## config.mk

```make
export PLATFORM = sky130hd
export DESIGN_NAME = mem_access_unit
export DESIGN_NICKNAME = d
export VERILOG_FILES = /design/src/rtl/mem_access_unit_pkg.sv /design/src/rtl/mem_access_unit_load_extend.sv /design/src/rtl/mem_access_unit.sv
export SDC_FILE = /design/constraint.sdc
export NUM_CORES = 1
export LEC_CHECK = 0
export ABC_AREA = 1
export ABC_CLOCK_PERIOD_IN_PS = 3600
export BUFFER_PORTS_ARGS = -buffer_cell sky130_fd_sc_hd__buf_4
export CAP_MARGIN = 0
export CORE_MARGIN = 1
export CORE_UTILIZATION = 35
export DETAILED_ROUTE_END_ITERATION = 10
export HOLD_SLACK_MARGIN = 0.06
export MAX_ROUTING_LAYER = met4
export SKIP_CTS_REPAIR_TIMING = 1
export SLEW_MARGIN = 20
export SYNTH_ARGS = -nofsm -noshare
export SYNTH_HDL_FRONTEND = slang
export SYNTH_SLANG_ARGS = --single-unit
```

## constraint.sdc

```tcl
create_clock -name clk -period 3.6 [get_ports clk]
set_input_delay 1.08 -clock clk [delete_from_list [all_inputs] [get_ports clk]]
set_output_delay 1.08 -clock clk [all_outputs]
set_load 0.05 [all_outputs]
```

## src/rtl/mem_access_unit_pkg.sv

```systemverilog
// Shared types and constants for the KTC32 load/store unit.
// Access-size and FSM-state encodings plus the sub-word store merge helper.
package ktc32_mem_pkg;

  typedef enum logic [1:0] {
    MEM_B    = 2'b00,
    MEM_H    = 2'b01,
    MEM_W    = 2'b10,
    MEM_RSVD = 2'b11
  } mem_size_t;

  typedef enum logic [1:0] {
    IDLE = 2'b00,
    RD   = 2'b01,
    WR   = 2'b10,
    RESP = 2'b11
  } mau_state_t;

  localparam int unsigned MEM_BYTES_DEFAULT = 32768;

  // Overlay the right-aligned store data onto the word read back from RAM.
  function automatic logic [31:0] store_merge(
    input logic [31:0] old_word,
    input logic [31:0] wdata,
    input mem_size_t   size
  );
    logic [31:0] merged;
    merged = wdata;
    case (size)
      MEM_B:   merged = {old_word[31:8], wdata[7:0]};
      MEM_H:   merged = {old_word[31:16], wdata[15:0]};
      default: merged = wdata;
    endcase
    return merged;
  endfunction

endpackage

```

## src/rtl/mem_access_unit_load_extend.sv

```systemverilog
// Combinational load result formatter: byte/half zero- or sign-extension, words pass through.
module load_extend
  import ktc32_mem_pkg::*;
(
  input  logic [31:0] word,
  input  logic [1:0]  size,
  input  logic        sign_ext,
  output logic [31:0] result
);

  mem_size_t size_e;

  always_comb begin
    size_e = mem_size_t'(size);
    result = word;
    case (size_e)
      MEM_B:   result = {{24{sign_ext & word[7]}}, word[7:0]};
      MEM_H:   result = {{16{sign_ext & word[15]}}, word[15:0]};
      default: result = word;
    endcase
  end

endmodule

```

## src/rtl/mem_access_unit.sv

```systemverilog
// Load/store unit driving a combinational-read 32-bit RAM; sub-word stores use read-modify-write.
// Optional macro KTC32_ALIGN_CHECK_EN turns misaligned half/word requests into error responses.
module mem_access_unit
  import ktc32_mem_pkg::*;
#(
  parameter int unsigned MEM_BYTES = MEM_BYTES_DEFAULT,
  parameter int unsigned ADDR_W    = 32
) (
  input  logic              clk,
  input  logic              rst,
  input  logic              req_valid,
  output logic              req_ready,
  input  logic              req_we,
  input  logic [1:0]        req_size,
  input  logic              req_signed,
  input  logic [ADDR_W-1:0] req_addr,
  input  logic [31:0]       req_wdata,
  output logic              resp_valid,
  output logic              resp_err,
  output logic [31:0]       resp_rdata,
  output logic              mem_we,
  output logic [ADDR_W-1:0] mem_addr,
  output logic [31:0]       mem_wd,
  input  logic [31:0]       mem_data
);

  localparam logic [ADDR_W-1:0] ADDR_LIMIT = ADDR_W'(MEM_BYTES - 4);

  mau_state_t        state_q, state_d;
  logic              we_q, we_d;
  mem_size_t         size_q, size_d;
  logic              signed_q, signed_d;
  logic [ADDR_W-1:0] addr_q, addr_d;
  logic [31:0]       wdata_q, wdata_d;
  logic [31:0]       word_q, word_d;
  logic              err_q, err_d;

  mem_size_t   req_size_e;
  logic        req_err;
  logic [31:0] load_result;

  always_comb begin
    req_size_e = mem_size_t'(req_size);
    req_err    = (req_size_e == MEM_RSVD) || (req_addr > ADDR_LIMIT);
`ifdef KTC32_ALIGN_CHECK_EN
    if ((req_size_e == MEM_H) && req_addr[0])
      req_err = 1'b1;
    if ((req_size_e == MEM_W) && (req_addr[1:0] != 2'b00))
      req_err = 1'b1;
`endif
  end

  always_comb begin
    state_d  = state_q;
    we_d     = we_q;
    size_d   = size_q;
    signed_d = signed_q;
    addr_d   = addr_q;
    wdata_d  = wdata_q;
    word_d   = word_q;
    err_d    = err_q;
    case (state_q)
      IDLE: begin
        if (req_valid) begin
          we_d     = req_we;
          size_d   = req_size_e;
          signed_d = req_signed;
          addr_d   = req_addr;
          wdata_d  = req_wdata;
          err_d    = req_err;
          if (req_err)
            state_d = RESP;
          else if (req_we && (req_size_e == MEM_W))
            state_d = WR;
          else
            state_d = RD;
        end
      end
      RD: begin
        word_d  = mem_data;
        state_d = we_q ? WR : RESP;
      end
      WR:      state_d = RESP;
      RESP:    state_d = IDLE;
      default: state_d = IDLE;
    endcase
  end

  always_ff @(posedge clk or posedge rst) begin
    if (rst) begin
      state_q  <= IDLE;
      we_q     <= 1'b0;
      size_q   <= MEM_B;
      signed_q <= 1'b0;
      addr_q   <= '0;
      wdata_q  <= '0;
      word_q   <= '0;
      err_q    <= 1'b0;
    end else begin
      state_q  <= state_d;
      we_q     <= we_d;
      size_q   <= size_d;
      signed_q <= signed_d;
      addr_q   <= addr_d;
      wdata_q  <= wdata_d;
      word_q   <= word_d;
      err_q    <= err_d;
    end
  end

  load_extend u_load_extend (
    .word     (word_q),
    .size     (size_q),
    .sign_ext (signed_q),
    .result   (load_result)
  );

  // All handshake and RAM strobes decode straight from the state register so
  // an asynchronous reset removes them in the same cycle, including a pending write.
  always_comb begin
    req_ready  = (state_q == IDLE);
    resp_valid = (state_q == RESP);
    mem_we     = (state_q == WR);
    mem_addr   = addr_q;
    mem_wd     = (state_q == WR) ? store_merge(word_q, wdata_q, size_q) : '0;
    resp_err   = (state_q == RESP) && err_q;
    resp_rdata = ((state_q == RESP) && !we_q && !err_q) ? load_result : '0;
  end

endmodule
```

[After elaboration in Yosys (flattened, before gate mapping)]
Index checks and enable logic that the tools add are counted.
Storage, ports and cells
  register bits: 103
  bits of input ports: 103
  output and inout bits: 100
  word-level logic and storage cells: 37
Operators by class
  order comparisons: 1
  equal/unequal tests: 7
  muxes and demuxes: 9
  bitwise logic cells: 2
  reductions and logical operators: 10
Operators with widths (count)
  32-bit one-hot mux with 2 select lines: 2
  32-bit two-way mux: 2
  32-bit by 15-bit greater-than comparator with 1-bit output (second input constant): 1
  2-bit equality test (second input constant): 4
  2-bit one-hot mux with 4 select lines: 1
  2-bit two-way mux: 3
  2-bit by 1-bit equality test with 1-bit output (second input constant): 2
  1-bit logical AND: 4
  2-bit logical NOT: 2
  1-bit bitwise AND: 2
  1-bit logical NOT: 2
  2-bit != test (second input constant): 1
  2-bit AND reduction: 1
  1-bit logical OR: 1
  1-bit two-way mux: 1

[Depth between registers and ports, before layout]
Gate-level depths: netlist (run 1).
  depth in word-level cells: 6
  depth in mapped cells: 8
  depth with buffers taken out: 8

[Modules after synthesis]
From an unflattened synthesis (run 1), not the netlist that was laid out.
Unflattened totals
  cell total of the unflattened synthesis: 681
  area total of the unflattened synthesis: 5267.6 µm²
By module, submodules not included
  mem_access_unit: instances 1, cells an instance 609, area an instance 4800.9 µm², seq. area each 2577.5 µm²
  load_extend: instances 1, cells an instance 72, area an instance 466.7 µm², seq. area each 0.0 µm²

[Least setup slack after synthesis (run 1)]
OpenSTA, ideal clock, no wires.
  path type: register to output
  from: reg state_q[0]
  to: out resp_rdata[14]
  arrival: 2.219 ns
  data required time: 2.520 ns
  setup slack: 0.301 ns
  stages on the path, launching flop included: 7
  path buffers: 1
  cells stage by stage: dfrtp_1 -> ha_1 -> inv_1 -> nor3_2 -> inv_1 -> clkbuf_1 -> a21oi_1
Between the ends
  longest elaborated chain between the ends: 4
RTL lines
  from (decl): line mem_access_unit.sv:29  | mau_state_t state_q, state_d;
  from (signal assigned): line mem_access_unit.sv:100  | state_q <= state_d;
  2-bit equality test
  net resp_valid: line mem_access_unit.sv:18  | output logic resp_valid,
  1-bit logical AND (2 in series): line mem_access_unit.sv:127  | resp_rdata = ((state_q == RESP) && !we_q && !err_q) ? load_result : '0;
  32-bit two-way mux: line mem_access_unit.sv:127
  to (decl): line mem_access_unit.sv:20  | output logic [31:0] resp_rdata,
The timed path passes the listed nets, and every way through them passes these cells.

[Worst setup path in the final report (run 1)]
  from: reg size_q[1]
  to: out resp_rdata[20]
Between the ends
  longest elaborated chain between the ends: 3
  elaborated cells between the ends (all ways): 4
  classes of those cells: 1 x eq/ne; 2 x mux; 1 x reduce/logical
RTL lines
  from (decl): line mem_access_unit.sv:31  | mem_size_t size_q, size_d;
  from (signal assigned): line mem_access_unit.sv:102  | size_q <= size_d;
  2-bit by 1-bit equality test with 1-bit output or 2-bit logical NOT (tied branches): line mem_access_unit_load_extend.sv:16  | case (size_e)
  32-bit one-hot mux with 2 select lines (*): line mem_access_unit_load_extend.sv:16
  32-bit two-way mux (*): line mem_access_unit.sv:127
Every way passes the cells marked *; elsewhere a longest branch is shown, timed or not.

==> results of run 1 <==
-- routing by layer --
layer  vias up  part of all wire [%]  track usage [%]
li1       2242                     -                -
met1      2061                    47             26.2
met2       151                    45             29.1
met3        15                   6.3             4.25
met4         0                   1.6             7.75
met5         -                     0                -
-- worst register-to-register path, delay by kind of cell, from the launching register on --
kind	cells	cell delay, ns
and+or+nand+nor	3	0.26
DFF	1	0.41
adders and majority gates	1	0.29
buffers and inverters	3	1.12
-- sequential cells by signal (all words and copies together) (netlist names) --
signal    cells
err_q         1
we_q          1
state_q       2
size_q        2
wdata_q      32
word_q       32
signed_q      1
mem_addr     32
-- path summary, 6_finish.rpt --
check                                       to  slack [ns]  cells after the start
worst max-delay path            resp_rdata[20]        0.32                      6
worst min-delay path               wdata_q[14]        0.47                      2
worst max register to register     mem_addr[2]        1.48                      7
worst min register to register     wdata_q[14]        0.47                      2
max in group asynchronous          wdata_q[23]        2.07                      3
min in group asynchronous          mem_addr[0]        0.90                      3
-- area by class of cell --
| class | count | area, um^2 |
|---|---|---|
| Fill cell | 1340 | 6510 |
| Sequential cell | 103 | 2580 |
| Multi-Input combinational cell | 413 | 1830 |
| Timing Repair Buffer | 209 | 1570 |
| Clock buffer | 13 | 260 |
| Tap cell | 176 | 220 |
| Inverter | 55 | 210 |
| Clock inverter | 3 | 65.1 |
-- where the power goes --
group          internal (W)  switching (W)  total [W]
registers           0.00171       0.000285    0.00199
clock network      0.000647       0.000409    0.00106
logic               0.00103        0.00260    0.00363
total               0.00339        0.00330    0.00668
-- metrics by stage --
step / std cells / power, W / cell area (um^2)
2_1_floorplan: 603 / 0.00459 / 4770
3_3_place_gp: 956 / 0.00561 / 6400
3_5_place_dp: 956 / 0.00567 / 6400
4_1_cts: 972 / 0.00675 / 6730
5_1_grt: 972 / 0.00715 / 6730
6_report: 972 / 0.00668 / 6730
-- cells by family (layout without fill, tap and decap cells) --
| kind of cell | Yosys count | after routing | synth area share, % |
|---|---|---|---|
| simple gates | 296 | 296 | 24.5 |
| compound gates | 113 | 113 | 12.7 |
| fa+ha+maj | 4 | 4 | 1.05 |
| flops | 103 | 103 | 54.1 |
| buf+inv | 87 | 280 | 7.64 |
-- Yosys cell counts, drive strengths merged --
cell type  count  area, um^2
nand3          8        57.6
buf           12        82.6
inv           55         206
nor2          25         110
o22ai          1        6.26
a21oi         50         288
nand2        260         978
o21ai         62         310
nor3           2        15.0
nand4          1        6.26
ha             4        50.1
dfrtp        103        2580
clkbuf        20        75.1
==> run metrics, run 1 <==
ANT nets after route=0; syn_area_per_cell=7.90 um^2; clock buffer depth=2; clk sinks=103; WP buf/inv=3; Min Clock Period, post-route=3.28 ns; post-route setup slack=0.315 ns; DPL Wire Length=9260 um; GRT overflow=0; Die Y=119 um; crit path DAT=2.20 ns; Most common cell on crit path=buf_4; Worst Clk Skew=0.00218 ns; Avg WL per Cell=13.3 um; crit share post-route=91.2%; Overall Global Routing Usage=19.6%; ANT cells=0; # rows=42; clock slew at reported path FFs=0.07 ns; die area=0.0141 mm^2; Setup Viol. Count Final=0; vias in the first global route=4391; slew margin rel.=34.2%; synthesized instance count=603; Final nets=898; final WL=12900 um; Fmax=304 MHz; CTS Root Cell=clkbuf_16; Syn. warnings=0; largest net degree at the start of global routing=72; Crit Reg-Reg Startpoint=state_q[0]; CTS tree=done; total CTS buffers=9; pwr/cell area=993 mW/mm^2; DRT iter0 DRCs=267; min-delay src=wdata_q[14]; first-pass GRT wire length=21400 um; via count=4469; drt drc=0; Startpoint Class=flop; leakage power=3.66 nW; layout cells sized above 1=30.5%; I/O pins=203; most frequent cells in the layout=nand2_1 (258), buf_4 (209), dfrtp_1 (103); Port Buffers=202; Fin Hold WS=0.473 ns; CP Capture Type=output pin; routed vias/inst=4.60; insertion delay to the later sink of the worst-skew pair=0.34 ns; Setup WS pre-CTS=0.660 ns; synthesized cell area=0.00476 mm^2; depth of the CTS H-tree=3; FF+latch count, synth=103; highest-delay cell along the critical path=dfrtp_1; final setup TNS=0 ns; most common cell after layout, fill and taps aside=nand2_1; CP peak stage delay=0.43 ns; crit path launch=size_q[1]; Initial Utilization=36.0%; crit-path leading delay family=buffers and inverters; first-pass detailed-route iteration total=5; Final Util=50.8%; Die Wd=119 um; Peak VDD IR=0.000561 V; Placer Congestion=0.794; core area=0.0132 mm^2; Seq/Total Area, Yosys=54.1%; Hold Vio Cnt, Final=0; Worst Max-Slew Pin Slew=0.987 ns; RSZ-0062 raised after global routing=no; CP cell instances=buf_4 > inv_2 > nand3_2 > nand2_2 > a21oi_1 > buf_4; WS Path Type=flop to output pin; Max Fanout on Critical Path=34; Slew Limit Fails=0; hold crit path type=flop to flop; Area Growth Syn to Fin=41.3%; Crit path required time=2.52 ns; outcome=finished clean; antenna violations before repair=0; total of max-cap violations=0; Yosys cell types=23; post-synth net total=710
(Power assumes the default switching activity.)
==> run 2, diff against run 1 <==
ABC_AREA = not set   (was 1)
==> run metrics, run 2 <==
outcome=finished clean; pwr/cell area=1020 mW/mm^2; Sw Share=46.0%; Worst Clk Skew=0.00475 ns; core area=0.0132 mm^2; clock slew at reported path FFs=0.07 ns; DPL Wire Length=8780 um; Yosys top cell area share=54.4%; Startpoint Class=flop; Yosys cell types=29; Crit Reg-Reg Startpoint=state_q[0]; area occupied by multi-input gates=0.00199 mm^2; dominant synthesized flop cell=dfrtp_1; Synth top cells by count=dfrtp_1 (103), mux2_2 (83), nand2_1 (45), a21oi_1 (24); Worst Max-Slew Pin Slew=0.978 ns; routing usage on met1=24.0%; Seq/Total Area, Yosys=54.4%; Final nets=709; Peak VDD IR=0.000674 V; total of max-cap violations=0; total CTS buffers=9; DRT iter0 DRCs=107; via count=3729; Crit path required time=2.52 ns; I/O pins=203; filler instances=1271; Power Total=0.00686 W; register area=0.00258 mm^2; Max Fanout on Critical Path=16; largest net degree at the start of global routing=104; vias in the first global route=3911; leakage power=3.22 nW; crit share post-route=88.1%; met2 Track Usage GR=29.6%; first-pass GRT wire length=19800 um; crit path DAT=2.09 ns; first-pass detailed-route iteration total=4; depth of the CTS H-tree=3; die area=0.0140 mm^2; syn_area_per_cell=11.7 um^2; antenna violations before repair=0; layout cells sized above 1=51.2%; synthesized instance count=405; post-route insts no fill=782; WS Path Type=flop to output pin; most common cell after layout, fill and taps aside=buf_4; GRT overflow=0; Avg WL per Cell=15.7 um; post-synth net total=512; drt drc=0; placed insts=767; FF+latch count, synth=103; CP Capture Type=output pin; EDFF count, synth=0; Final Util=50.7%; Overall Global Routing Usage=18.6%; insertion delay to the later sink of the worst-skew pair=0.33 ns; most used routing layer=met2; Area contributors post-synth=dfrtp_1 (54%), mux2_2 (20%), mux2i_1 (3.6%); Port Buffers=202; slew margin rel.=34.8%; Async S/R FF share, synth=100%; # rows=42; Int Pwr=0.00370 W; Min Clock Period, post-route=3.17 ns; Die Wd=118 um; Syn. warnings=0; Placer Congestion=0.760; final WL=12300 um; Setup Viol. Count Final=0; most frequent cells in the layout=buf_4 (208), dfrtp_1 (102), mux2_2 (83); clock buffer depth=2; Area Growth Syn to Fin=41.9%; Hold Vio Cnt, Final=0; most frequent cell after synthesis=dfrtp_1; final setup TNS=0 ns; worst reg-to-reg path cell count=5; register share of total power=30.6%; clk sinks=103; Yosys top cell by area=dfrtp_1; RSZ-0062 raised after global routing=no; routed vias/inst=4.77; Initial Utilization=35.8%; synthesized cell area=0.00473 mm^2; power share of the clock group=13.6%; net switching power=0.00315 W; ANT cells=0; met3 Use GR=3.23%; Slew Limit Fails=0; hold depth=1; Die Y=118 um; Fmax=315 MHz; ANT nets after route=0; crit path launch=state_q[0]; hold crit path type=flop to flop; min-delay src=word_q[6]; CTS Root Cell=clkbuf_16; CTS tree=done; Comb power frac=55.8%
==> run 2: cell types whose count changed in the layout (fill, tap and decap cells not counted), sizes merged, moves of 8 or more <==
cell and change:
and2 +18, a21oi -26, o21ai -42, nor2b +18, mux2 +83, mux2i +17
nand2 -215, nor2 -22, a21boi +8, inv -36
==> run 2: cell type report <==
class,count,share of cell area (%)
Sequential cell,103,38.4
Tap cell,176,3.28
Multi-Input combinational cell,260,29.6
Clock inverter,1,0.447
Inverter,19,1.12
Timing Repair Buffer,209,23.5
Clock buffer,14,3.63
==> run 2: power by group through the flow <==
stage          clock (W)  sequential, W  combinational [W]
5_1_grt          0.00101        0.00218            0.00406
6_report        0.000935        0.00210            0.00383
3_3_place_gp           0        0.00208            0.00383
3_5_place_dp           0        0.00212            0.00387
2_1_floorplan          0        0.00267            0.00217
4_1_cts         0.000970        0.00210            0.00387
==> run 2: worst max-delay path: stages, from the launching register on <==
cell	delay (ns)
dfrtp_1	0.40
ha_1	0.21
nor3b_2	0.42
o21ai_1	0.12
buf_4	0.22
a21oi_1	0.15
buf_4	0.22
==> run 2: layer usage <==
metal	routed length, um	up-vias
met1	5490	1806
met5	0	-
met3	576	15
met2	6050	132
li1	-	1776
met4	163	0
==> run 2: final timing paths <==
kind                                   to  slack (ns)
max in group asynchronous      word_q[21]        2.26
max reg2reg                    wdata_q[7]        1.63
max                        resp_rdata[28]        0.43
min reg2reg                     word_q[6]        0.50
min                             word_q[6]        0.50
min in group asynchronous     mem_addr[6]        0.89
==> run 2: cells by family after synthesis <==
kind of cell,Yosys count,share of synthesized area (%)
multiplexers,100,23.3
AND/OR/NAND/NOR,101,11.2
AO/OA/AOI/OAI,55,6.42
buffers and inverters,42,3.59
flip-flops,103,54.4
adder cells (fa/ha/maj),4,1.06
==> run 2: stage by stage <==
step                      cell area, um^2  setup slack (ns)  hold slack [ns]
after global routing                 6720             0.233            0.520
after CTS                            6720             0.370            0.501
final                                6720             0.429            0.499
after detailed placement             6450             0.772            0.477
after floorplan                      4740            0.0518            0.472
after global placement               6450             0.816            0.465
